==> src/rtl/drr_arb_pkg.sv <==
// Shared types, default sizing and helpers for the deficit round-robin arbiter.
// Imported by the arbiter top level and its deficit bank.
package drr_arb_pkg;

    typedef enum logic {
        SCAN  = 1'b0,
        GRANT = 1'b1
    } drr_state_e;

    localparam int DRR_N       = 4;
    localparam int DRR_LEN_W   = 8;
    localparam int DRR_QUANTUM = 64;
    localparam int DRR_DEF_W   = DRR_LEN_W + 1;

    // One-hot of an index, up to 32 ports; callers size-cast to their own width.
    function automatic logic [31:0] drr_onehot(input int unsigned idx);
        return 32'd1 << idx;
    endfunction

endpackage

==> src/rtl/drr_deficit_bank.sv <==
// Bank of per-requester deficit counters with clear, add-quantum and subtract
// ports, plus one combinational read port.
module drr_deficit_bank
    import drr_arb_pkg::*;
#(
    parameter int N       = DRR_N,
    parameter int DEF_W   = DRR_DEF_W,
    parameter int QUANTUM = DRR_QUANTUM,
    parameter int IDX_W   = $clog2(N)
) (
    input  logic             clk,
    input  logic             rst,
    input  logic             i_clr_en,
    input  logic [IDX_W-1:0] i_clr_idx,
    input  logic             i_add_en,
    input  logic [IDX_W-1:0] i_add_idx,
    input  logic             i_sub_en,
    input  logic [IDX_W-1:0] i_sub_idx,
    input  logic [DEF_W-1:0] i_sub_amt,
    input  logic [IDX_W-1:0] i_rd_idx,
    output logic [DEF_W-1:0] o_rd_data
);

    logic [DEF_W-1:0] r_deficit [N];

    // NOTE: the counters are architectural state that must start at zero, so this
    // small register array is reset explicitly rather than treated as a RAM.
    always_ff @(posedge clk) begin
        if (rst) begin
            for (int i = 0; i < N; i++) r_deficit[i] <= '0;
        end else begin
            for (int i = 0; i < N; i++) begin
                if (i_clr_en && i_clr_idx == IDX_W'(i))
                    r_deficit[i] <= '0;
                else if (i_add_en && i_add_idx == IDX_W'(i))
                    r_deficit[i] <= r_deficit[i] + DEF_W'(QUANTUM);
                else if (i_sub_en && i_sub_idx == IDX_W'(i))
                    r_deficit[i] <= r_deficit[i] - i_sub_amt;
            end
        end
    end

    always_comb begin
        o_rd_data = '0;
        for (int i = 0; i < N; i++)
            if (i_rd_idx == IDX_W'(i)) o_rd_data = r_deficit[i];
    end

endmodule

==> src/rtl/deficit_round_robin_arbiter.sv <==
// Deficit round-robin arbiter: one scan decision per cycle at the pointer, and a
// grant held until the owning master pulses DONE.
module deficit_round_robin_arbiter
    import drr_arb_pkg::*;
#(
    parameter int N       = DRR_N,
    parameter int LEN_W   = DRR_LEN_W,
    parameter int QUANTUM = DRR_QUANTUM,
    parameter int PTR_W   = $clog2(N)
) (
    input  logic               clk,
    input  logic               rst,
    input  logic [N-1:0]       REQ,
    input  logic [N*LEN_W-1:0] LEN,
    input  logic               DONE,
    output logic [N-1:0]       GNT,
    output logic [PTR_W-1:0]   GNT_ID,
    output logic               BUSY
);

    localparam int DEF_W = LEN_W + 1;

    drr_state_e       r_state;
    logic [PTR_W-1:0] r_ptr;
    logic             r_fresh;
    logic [N-1:0]     r_gnt;
    logic [PTR_W-1:0] r_gnt_id;
    logic             r_busy;

    logic             w_req_cur;
    logic [LEN_W-1:0] w_len_cur;
    logic [DEF_W-1:0] w_eff_len;
    logic [DEF_W-1:0] w_def_cur;
    logic             w_fits;
    logic             w_scan;
    logic             w_clr_en;
    logic             w_add_en;
    logic             w_sub_en;
    logic [PTR_W-1:0] w_ptr_next;
    logic [N-1:0]     w_ptr_onehot;

    // NOTE: every combinational output gets a default before the mux loop, so no
    // path leaves a signal unassigned and no latch is inferred.
    always_comb begin
        w_req_cur = 1'b0;
        w_len_cur = '0;
        for (int i = 0; i < N; i++) begin
            if (r_ptr == PTR_W'(i)) begin
                w_req_cur = REQ[i];
                w_len_cur = LEN[i*LEN_W +: LEN_W];
            end
        end
    end

    // A zero-length transfer still occupies the resource, so it is charged as 1.
    assign w_eff_len    = (w_len_cur == '0) ? DEF_W'(1) : {1'b0, w_len_cur};
    assign w_fits       = (w_eff_len <= w_def_cur);
    assign w_scan       = (r_state == SCAN);
    assign w_clr_en     = w_scan && !w_req_cur;
    assign w_add_en     = w_scan && w_req_cur && r_fresh;
    assign w_sub_en     = w_scan && w_req_cur && !r_fresh && w_fits;
    assign w_ptr_next   = (r_ptr == PTR_W'(N - 1)) ? '0 : r_ptr + PTR_W'(1);
    assign w_ptr_onehot = N'(drr_onehot(int'(r_ptr)));

    drr_deficit_bank #(
        .N       (N),
        .DEF_W   (DEF_W),
        .QUANTUM (QUANTUM)
    ) u_bank (
        .clk       (clk),
        .rst       (rst),
        .i_clr_en  (w_clr_en),
        .i_clr_idx (r_ptr),
        .i_add_en  (w_add_en),
        .i_add_idx (r_ptr),
        .i_sub_en  (w_sub_en),
        .i_sub_idx (r_ptr),
        .i_sub_amt (w_eff_len),
        .i_rd_idx  (r_ptr),
        .o_rd_data (w_def_cur)
    );

    // NOTE: state registers use non-blocking assignments so every register samples
    // the pre-edge values of the others, matching the hardware it describes.
    always_ff @(posedge clk) begin
        if (rst) begin
            r_state  <= SCAN;
            r_ptr    <= '0;
            r_fresh  <= 1'b1;
            r_gnt    <= '0;
            r_gnt_id <= '0;
            r_busy   <= 1'b0;
        end else begin
            case (r_state)
                SCAN: begin
                    if (!w_req_cur) begin
                        r_ptr   <= w_ptr_next;
                        r_fresh <= 1'b1;
                    end else if (r_fresh) begin
                        r_fresh <= 1'b0;
                    end else if (w_fits) begin
                        r_gnt    <= w_ptr_onehot;
                        r_gnt_id <= r_ptr;
                        r_busy   <= 1'b1;
                        r_state  <= GRANT;
                    end else begin
                        r_ptr   <= w_ptr_next;
                        r_fresh <= 1'b1;
                    end
                end
                GRANT: begin
                    // Returning with fresh clear lets the same port spend its leftover deficit.
                    if (DONE) begin
                        r_gnt   <= '0;
                        r_busy  <= 1'b0;
                        r_fresh <= 1'b0;
                        r_state <= SCAN;
                    end
                end
            endcase
        end
    end

    assign GNT    = r_gnt;
    assign GNT_ID = r_gnt_id;
    assign BUSY   = r_busy;

endmodule

==> config.mk <==
export PLATFORM = sky130hd
export DESIGN_NAME = deficit_round_robin_arbiter
export DESIGN_NICKNAME = d
export VERILOG_FILES = /design/src/rtl/drr_arb_pkg.sv /design/src/rtl/drr_deficit_bank.sv /design/src/rtl/deficit_round_robin_arbiter.sv
export SDC_FILE = /design/constraint.sdc
export NUM_CORES = 1
export LEC_CHECK = 0
export CAP_MARGIN = 20
export CORE_MARGIN = 4
export CORE_UTILIZATION = 52
export DETAILED_ROUTE_END_ITERATION = 10
export HOLD_SLACK_MARGIN = 0.05
export PLACE_DENSITY = 0.77
export SYNTH_ARGS = -nofsm -noshare
export SYNTH_HDL_FRONTEND = slang
export SYNTH_SLANG_ARGS = --single-unit
export TNS_END_PERCENT = 100
==> constraint.sdc <==
create_clock -name clk -period 3.65 [get_ports clk]
set_input_delay 0.5475 -clock clk [delete_from_list [all_inputs] [get_ports clk]]
set_output_delay 0.5475 -clock clk [all_outputs]
set_load 0.02 [all_outputs]
==> summary.md, run 1 <==
| Metric | Value |
|---|---|
| Layout Skew | `between 6 and 7 ps` |
| Max-slew violations | `0` |
| HPWL after detailed placement | `around 9 mm` |
| Average size of a mapped cell | `roughly 8.4 µm²` |
| Number of placement rows | `32` |
| Overall Global Routing Usage | `between 20 and 25%` |
| Synthesis Warnings | `0` |
| Total setup violations reported at the end of the flow | `0` |
| Crit path DAT | `around 3500 ps` |
| Total via count after detailed routing | `3,997` |
| Congestion Overflow GR | `0` |
| Ratio of cells with drive above 1 in the final layout | `16.5%` |
| Maximum number of pins on one net before global-route repair | `29` |
| Power after layout | `5.95 mW` |
| Stage delay of the slowest cell on the critical path | `roughly 370 ps` |
| I/O pin cnt | `46` |
| Latest clock arrival within the worst-skew pair | `approximately 300 ps` |
| Port buffer count | `45` |
| Number of synthesized flops with an enable pin | `36` |
| Aggregate routed wire length | `roughly 11 mm` |
| Final critical delay including setup and external delays | `3490 ps` |
| TritonCTS clock tree | `done` |
| Cells taking the most area after synthesis | `sky130_fd_sc_hd__edfxtp_1, sky130_fd_sc_hd__ha_1, sky130_fd_sc_hd__a21oi_1, sky130_fd_sc_hd__dfxtp_1, sky130_fd_sc_hd__nand2_1` |
| Cell class contributing the biggest share of worst-path delay | `compound AO/OA/AOI/OAI gates` |
| Series of cell instances along the critical path | `inv_2, ha_4, buf_4, a21oi_1, o21ai_0, a22oi_1, nand4_1, o22a_1, ha_1, nand4_1, nor2_1, a21o_1, buf_4, o31a_1, buf_4, o21ai_0, a221oi_2` |
| Proportion of synthesized flip-flops having asynchronous set or reset | `0%` |
| Total Neg Setup Slack | `0 ps` |
| Max rail drop VDD | `between 800 and 900 µV` |
| Count of antenna diodes in the layout | `0` |
| Combined area of all synthesized cells | `about 4300 µm²` |
| Antenna violations before repair | `0` |
| Number of detailed-route iterations in the first pass | `5` |
| First-iteration detailed-routing DRC count | `roughly 210` |
| Area share of the leading cell type in the synthesized netlist | `between 20% and 30%` |
| Kind of start point of the critical path | `flop` |
| Total length of routed met2 wires | `approximately 5.6 mm` |
| Root Buffer Master | `sky130_fd_sc_hd__clkbuf_8` |
| Core area | `between 7000 and 8000 µm²` |
| Buffers and inverters on the worst path | `4` |
| GP Congestion | `about 0.91` |
| Most frequent cell on the critical path | `sky130_fd_sc_hd__buf_4` |
| Initial Utilization | `a little over half` |
| Cell variety after synth | `53` |
| Final period utilization | `between 90% and 100%` |
| Nets | `678` |
| Final hold violation count | `0` |
| Setup CP Type | `reg -> reg` |
| Synthesis-to-layout area growth | `26.2%` |
| Worst path required time | `3700 ps` |
| Leading area contributor after synthesis | `sky130_fd_sc_hd__edfxtp_1` |
| Number of H-tree branching levels | `2` |
| Via count of the first global-routing pass | `3,787` |
| Nets in the synthesized netlist | `~600` |
| Horizontal extent of the die | `around 99 µm` |
| Wire length of the first global-routing pass | `17.9 mm` |
| Crit. End Element | `flop` |
| Timing-limited maximum frequency | `around 0.29 GHz` |
| Result of the run | `finished clean` |
| Maximum fanout encountered on the critical timing path | `6` |
| Slew of the pin with the lowest slew margin | `between 600 and 700 ps` |
| Die height | `about 99 µm` |
| Path type of the worst min-delay path | `reg -> reg` |
| DRC viols | `0` |
| Max Root-Sink Buffers | `2` |
| Drt wl/cell | `about 16 µm` |
| Number of clock sinks | `47` |
| Clock transition at the registers of the reported paths | `about 90 ps` |
| Clock buffers created by TritonCTS | `5` |
| Highest routing layer actually used | `met4` |
| Proportion of synthesized chip area in sequential cells | `between 30% and 40%` |
| Flops & latches, synth | `47` |
| Leakage power total | `2.18 nW` |
| Rel. slew slack | `between 50% and 60%` |
| Pwr per Cell Area | `roughly 1100 nW/µm²` |
| Routed length on met1 | `slightly below 5 mm` |
| Antenna violation net count after detailed routing | `0` |
| Most used DFF post-synth | `sky130_fd_sc_hd__edfxtp_1` |
| Number of instances in the synthesized netlist | `roughly 500` |
| Cell at the slowest stage of the critical path | `sky130_fd_sc_hd__dfxtp_2` |
| Via-to-Cell Ratio | `5.79` |
| Met3 Routed Length | `574 µm` |
| Total Die Area | `~10000 µm²` |
| Max Cap Violations | `0` |
==> state kept, by name, summed over array words and instances, names as in the netlist <==
signal	cells
r_ptr	2
r_state	1
BUSY	1
GNT_ID	2
r_fresh	1
GNT	4
u_bank.r_deficit	36
==> cells in the mapped netlist, drive strengths merged (5+ instances only) <==
cell type  number
a22oi           7
nand2          48
inv            31
nor2           46
clkbuf         17
a31oi           6
o21a            5
buf             6
xor2            7
or2             6
nand2b         10
o2111ai         6
o21ai          32
ha             48
dfxtp          11
mux2i           8
nor3           24
a21oi          47
nand3          22
nor2b          14
edfxtp         36
xnor2          12
a21o            7
==> timing repair <==
item,CTS,global route
gates resized for setup,6,24
setup buffers,0,3
setup endpoints to repair,24,79
hold buffers,0,0
pin swaps,0,4
==> final timing paths <==
check / from / to / slack, ps / cells after the start
min reg2reg: BUSY$_SDFFE_PP0P_ / BUSY$_SDFFE_PP0P_ / 470 / 2
max reg2reg: r_ptr[1]$_SDFFE_PP0P_ / u_bank.r_deficit[0][17]$_SDFFCE_PN0P_ / 160 / 17
min: BUSY$_SDFFE_PP0P_ / BUSY$_SDFFE_PP0P_ / 470 / 2
max: r_ptr[1]$_SDFFE_PP0P_ / u_bank.r_deficit[0][17]$_SDFFCE_PN0P_ / 160 / 17
==> report_power, final <==
| part | total [mW] | internal [mW] | switching (mW) |
|---|---|---|---|
| combinational | 4.75 | 2.20 | 2.55 |
| clock | 0.361 | 0.173 | 0.188 |
| sequential | 0.834 | 0.730 | 0.104 |
| total | 5.95 | 3.10 | 2.85 |
==> cell usage in the layout (no fill, tap or decap), types with 3 or more instances in the layout <==
master,n
sky130_fd_sc_hd__a21oi_2,5
sky130_fd_sc_hd__dfxtp_1,9
sky130_fd_sc_hd__buf_12,3
sky130_fd_sc_hd__clkdlybuf4s50_1,45
sky130_fd_sc_hd__mux2i_1,8
sky130_fd_sc_hd__xnor2_1,12
sky130_fd_sc_hd__a22oi_1,5
sky130_fd_sc_hd__inv_1,29
sky130_fd_sc_hd__o21a_1,5
sky130_fd_sc_hd__edfxtp_1,36
sky130_fd_sc_hd__a31oi_1,6
sky130_fd_sc_hd__or3_1,4
sky130_fd_sc_hd__nand3_1,21
sky130_fd_sc_hd__ha_1,43
sky130_fd_sc_hd__nor3_1,23
sky130_fd_sc_hd__a31o_2,4
sky130_fd_sc_hd__o41a_1,3
sky130_fd_sc_hd__nand4_1,3
sky130_fd_sc_hd__ha_4,3
sky130_fd_sc_hd__o21ai_0,26
sky130_fd_sc_hd__o211ai_1,3
sky130_fd_sc_hd__fa_1,4
sky130_fd_sc_hd__o21ai_1,6
sky130_fd_sc_hd__o32ai_1,3
sky130_fd_sc_hd__buf_4,47
sky130_fd_sc_hd__or2_2,3
sky130_fd_sc_hd__nand2_1,47
sky130_fd_sc_hd__a21oi_1,42
sky130_fd_sc_hd__nand2b_1,10
sky130_fd_sc_hd__clkbuf_8,7
sky130_fd_sc_hd__nor2b_1,14
sky130_fd_sc_hd__nor2_1,46
sky130_fd_sc_hd__o2111ai_1,6
sky130_fd_sc_hd__nand3b_1,3
sky130_fd_sc_hd__a21o_1,7
sky130_fd_sc_hd__xor2_1,7
==> through the flow <==
stage	std cells	utilization [%]	area, µm²	hold slack [ps]	worst slack, ps
after detailed placement	679	65.7	5160	454	-318
after CTS	687	67.3	5290	467	14.1
after global routing	690	68.9	5400	496	-49.3
after floorplan	507	-	4280	476	28.4
final	690	68.9	5400	468	155
after global placement	679	65.7	5160	442	-263
==> cell type report <==
type | count | area, µm²
flip-flops and latches | 47 | 1300
fillers | 635 | 2440
clock inverters | 1 | 7.51
clock buffers | 7 | 96.3
inverters | 31 | 116
multi-input cells | 406 | 2880
well taps | 102 | 128
repair buffers | 96 | 875
==> tightest hold or removal path, cell delays in order, from the launching register on <==
cell                      delay [ps]
sky130_fd_sc_hd__dfxtp_1         320
sky130_fd_sc_hd__nand2_1          50
sky130_fd_sc_hd__a21oi_1          60
==> layer usage <==
| layer | global-route usage, % | vias to the layer above |
|---|---|---|
| met1 | 28.5 | 1849 |
| met5 | 0 | - |
| li1 | - | 2013 |
| met3 | 3.33 | 16 |
| met4 | 5.15 | 0 |
| met2 | 39.6 | 119 |
==> cell families (layout without fill, tap and decap cells) <==
kind of cell | count (synthesis) | in the layout | share of synthesized area (%)
AND/OR/NAND/NOR | 187 | 187 | 21.4
XOR/XNOR | 19 | 19 | 3.89
adder cells (fa/ha/maj) | 52 | 52 | 15.9
flip-flops | 47 | 47 | 30.4
multiplexers | 8 | 8 | 1.87
AO/OA/AOI/OAI | 140 | 140 | 21.5
buffers and inverters | 54 | 135 | 5.05
No activity file was read; power rests on OpenSTA's default activity.
==> inputs of run 2 (changes only) <==
--- a/config.mk
+++ b/config.mk
@@ -5,12 +5,14 @@
 export SDC_FILE = /design/constraint.sdc
 export NUM_CORES = 1
 export LEC_CHECK = 0
+export ABC_AREA = 1
 export CAP_MARGIN = 20
 export CORE_MARGIN = 4
-export CORE_UTILIZATION = 52
+export CORE_UTILIZATION = 59
 export DETAILED_ROUTE_END_ITERATION = 10
+export DONT_BUFFER_PORTS = 1
 export HOLD_SLACK_MARGIN = 0.05
-export PLACE_DENSITY = 0.77
+export PLACE_DENSITY = 0.78
 export SYNTH_ARGS = -nofsm -noshare
 export SYNTH_HDL_FRONTEND = slang
 export SYNTH_SLANG_ARGS = --single-unit
==> summary.md, run 2 <==
| Metric | Value |
|---|---|
| Result of the run | `finished clean` |
| Synthesis Warnings | `0 (unchanged)` |
| Worst hold slack | `294 ps (-174 ps)` |
| Crit path DAT | `3540 ps (about the same)` |
| R2R cell count | `22 (+5)` |
| Wire length of the first global-routing pass | `18.2 mm (+1.3%)` |
| TritonCTS clock tree | `done` |
| Number of instances on the worst hold path | `1 (-1)` |
| FF-to-FF End | `u_bank.r_deficit[0][6]$_SDFFCE_PN0P_` |
| Most used DFF post-synth | `sky130_fd_sc_hd__edfxtp_1` |
| Proportion of synthesized flip-flops having asynchronous set or reset | `0% (unchanged)` |
| Latest clock arrival within the worst-skew pair | `310 ps (about the same)` |
| Kind of start point of the critical path | `flop` |
| Number of placement rows | `30 (-6.3%)` |
| Antenna violation net count after detailed routing | `0 (unchanged)` |
| Number of instances in the synthesized netlist | `537 (+5.9%)` |
| Origin of the critical flop-to-flop path | `r_ptr[1]$_SDFFE_PP0P_` |
| I/O pin cnt | `46 (unchanged)` |
| Total placed cells including tap cells | `634 (-6.6%)` |
| Overall Global Routing Usage | `26.9% (+4.6 points)` |
| Via count of the first global-routing pass | `3,730 (-1.5%)` |
| Layout Skew | `13.0 ps (+6.38 ps)` |
| HPWL after detailed placement | `8.94 mm (+1.5%)` |
| Max Root-Sink Buffers | `2 (unchanged)` |
| Most common cell in the synthesized netlist | `sky130_fd_sc_hd__nand2_1` |
| Root Buffer Master | `sky130_fd_sc_hd__clkbuf_8` |
| Worst-case hold path end point | `GNT_ID[1]$_SDFFE_PP0P_` |
| Cell at the slowest stage of the critical path | `sky130_fd_sc_hd__fa_1` |
| Area share of the leading cell type in the synthesized netlist | `25.6% (+0.39 points)` |
| Cells taking the most area after synthesis | `sky130_fd_sc_hd__edfxtp_1, sky130_fd_sc_hd__ha_1, sky130_fd_sc_hd__nand2_1, sky130_fd_sc_hd__a21oi_1, sky130_fd_sc_hd__inv_1` |
| Final core area utilization | `66.9% (-2.0 points)` |
| Final period utilization | `95.5% (-0.27 points)` |
| Slew of the pin with the lowest slew margin | `484 ps (-216 ps)` |
| DP Area | `4380 µm² (-15%)` |
| Finished layout cell area | `4590 µm² (-15%)` |
| Total via count after detailed routing | `3,883 (-2.9%)` |
| Congestion Overflow GR | `0 (unchanged)` |
| Aggregate routed wire length | `11.2 mm (about the same)` |
| Setup CP Type | `reg -> reg` |
| Drt wl/cell | `17.4 µm (+7.2%)` |
| Launch instance of the worst min-delay path | `rst` |
| Antenna violations before repair | `0 (unchanged)` |
| Number of synthesized flops with an enable pin | `36 (unchanged)` |
| Via-to-Cell Ratio | `6.03 (+4.1%)` |
| Clock transition at the registers of the reported paths | `90 ps (about the same)` |
| Setup slack of the most critical reg-to-reg path | `170 ps (about the same)` |
| Number of non-filler instances in the completed layout | `644 (-6.7%)` |
| Most used cells in the layout excluding fill and tap cells | `sky130_fd_sc_hd__nand2_1, sky130_fd_sc_hd__inv_1, sky130_fd_sc_hd__a21oi_1` |
| Rel. slew slack | `67.4% (+14 points)` |
| Series of cell instances along the critical path | `inv_1, ha_4, inv_1, nor2_4, nand2_1, nand2_1, nand2_1, nand2_1, o21a_2, nor3_2, nand2_1, nand2b_4, ha_1, fa_1, inv_1, nand3_1, nand2_1, nand2_1, nand2_1, a21oi_1, xor2_1, o22ai_1` |
| Count of antenna diodes in the layout | `0 (unchanged)` |
| Maximum number of pins on one net before global-route repair | `21 (-28%)` |
| Leading cell types by count after synthesis | `sky130_fd_sc_hd__nand2_1, sky130_fd_sc_hd__inv_1, sky130_fd_sc_hd__a21oi_1` |
| Die height | `92.6 µm (-6.3%)` |
| Timing-limited maximum frequency | `0.287 GHz (+0.28%)` |
| Crit. End Element | `flop` |
| Clock buffers created by TritonCTS | `5 (unchanged)` |
| Quantity of hold-fixing buffers added after cts | `0 (unchanged)` |
| Maximum fanout encountered on the critical timing path | `6 (unchanged)` |
| Number of flip-flops under the largest register name | `36 (unchanged)` |
| Number of detailed-route iterations in the first pass | `6 (+1)` |
| Most frequent cell on the critical path | `sky130_fd_sc_hd__nand2_1` |
| Register containing the most flip-flops in the final layout | `u_bank.r_deficit` |
| Number of clock sinks | `47 (unchanged)` |
| Max Cap Violations | `0 (unchanged)` |
| Core area | `6870 µm² (-12%)` |
| Stage delay of the slowest cell on the critical path | `410 ps (+40 ps)` |
| Number of H-tree branching levels | `2 (unchanged)` |
| First-iteration detailed-routing DRC count | `370 (+79%)` |
| Final critical delay including setup and external delays | `3480 ps (-9.69 ps)` |
| Horizontal extent of the die | `92.6 µm (-6.3%)` |
| Combined area of all synthesized cells | `4220 µm² (-1.5%)` |
| Proportion of synthesized chip area in sequential cells | `30.9% (+0.47 points)` |
| Final hold violation count | `0 (unchanged)` |
| Nets in the synthesized netlist | `628 (+5.0%)` |
| Total setup violations reported at the end of the flow | `0 (unchanged)` |
| Flops & latches, synth | `47 (unchanged)` |
| Ratio of cells with drive above 1 in the final layout | `12.4% (-4.1 points)` |
| DRC viols | `0 (unchanged)` |
| GP Congestion | `0.986 (+8.0%)` |
| Max-slew violations | `0 (unchanged)` |
| Initial Utilization | `61.4% (+6.8 points)` |
| Nets | `638 (-5.9%)` |
| Most common library cell in the layout ignoring fill and taps | `sky130_fd_sc_hd__nand2_1` |
| Worst path required time | `3700 ps (about the same)` |
| Path type of the worst min-delay path | `in -> reg` |
| Port buffer count | `0 (-100%)` |
| Synthesis-to-layout area growth | `8.90%` |
| Leading area contributor after synthesis | `sky130_fd_sc_hd__edfxtp_1` |
| Total Die Area | `8570 µm² (-12%)` |
| Average size of a mapped cell | `7.85 µm² (-7.0%)` |
| Cell variety after synth | `43 (-19%)` |
[run 2: cell count changes after synthesis, moves of 8 or more]
cell                       previous run  this run
sky130_fd_sc_hd__mux2i_1              8         0
sky130_fd_sc_hd__nand2_1             47       105
sky130_fd_sc_hd__nor2b_1             14         0
sky130_fd_sc_hd__clkbuf_1            17         7
sky130_fd_sc_hd__nand2b_1            10         1
sky130_fd_sc_hd__a21oi_1             47        61
sky130_fd_sc_hd__xnor2_1             12         4
sky130_fd_sc_hd__nor3_1              24         9
sky130_fd_sc_hd__xor2_1               7        16
sky130_fd_sc_hd__inv_1               31        65
sky130_fd_sc_hd__o21ai_0             28        37
[run 2: area by class of cell]
class                      count  area [µm²]
tap                           96         120
timing repair buffer          17         140
clock inverter                 1        5.00
fill                         569        2280
multi-input combinational    407        2650
inverter                      69         264
sequential                    47        1310
clock buffer                   7         108
[run 2: worst max-delay path: cells and delay by family (launching register included)]
| kind | cells | cell delay (ps) |
|---|---|---|
| simple gates | 12 | 1130 |
| fa+ha+maj | 3 | 830 |
| compound gates | 3 | 400 |
| flops | 1 | 350 |
| buf+inv | 3 | 310 |
| xor+xnor | 1 | 200 |
[run 2: worst max path at each step]
stage / from / end / slack [ps] / cells after the start
finish: r_ptr[1]$_SDFFE_PP0P_ / u_bank.r_deficit[0][6]$_SDFFCE_PN0P_ / 170 / 22
detailed placement: r_ptr[0]$_SDFFE_PP0P_ / u_bank.r_deficit[0][33]$_DFFE_PP_ / -70 / 24
CTS: r_ptr[1]$_SDFFE_PP0P_ / u_bank.r_deficit[0][33]$_DFFE_PP_ / 20 / 22
global placement: r_ptr[0]$_SDFFE_PP0P_ / u_bank.r_deficit[0][33]$_DFFE_PP_ / -2 / 24
global route: r_ptr[0]$_SDFFE_PP0P_ / u_bank.r_deficit[0][15]$_SDFFCE_PN0P_ / -10 / 20
floorplan: r_ptr[1]$_SDFFE_PP0P_ / u_bank.r_deficit[0][27]$_DFFE_PP_ / 360 / 20
[run 2: cells by family (layout without fill, tap and decap cells)]
logic type / after synthesis / after routing / share of synthesized area, %
AO/OA/AOI/OAI: 132 / 132 / 17.6
buffers and inverters: 83 / 94 / 8.13
adder cells (fa/ha/maj): 52 / 52 / 16.1
AND/OR/NAND/NOR: 203 / 203 / 23.1
XOR/XNOR: 20 / 20 / 4.15
flip-flops: 47 / 47 / 30.9
[run 2: routing by layer]
metal	routed length (µm)	global-route usage [%]	vias to the layer above
met5	0	0	-
met4	329	9.41	0
met3	971	4.79	27
met2	5010	43.3	206
met1	4890	36.5	1782
li1	-	-	1868
[run 2: through the flow]
step | worst slack, ps | TNS, ps
finish | 165 | 0
global route | -13.8 | -28.6
CTS | 22.6 | 0
detailed placement | -69.0 | -196
global placement | -2.15 | -2.15
floorplan | 357 | 0
[run 2: timing repair]
| item | in CTS | in global routing |
|---|---|---|
| setup endpoints to repair | 11 | 55 |
| buffers inserted | 0 | 2 |
| resized for setup | 2 | 28 |
| pin swaps | 0 | 1 |
Power of run 2 is left out: the tool's default activity adds up to more than one toggle a clock period on the data nets, which glitch-free logic cannot reach.
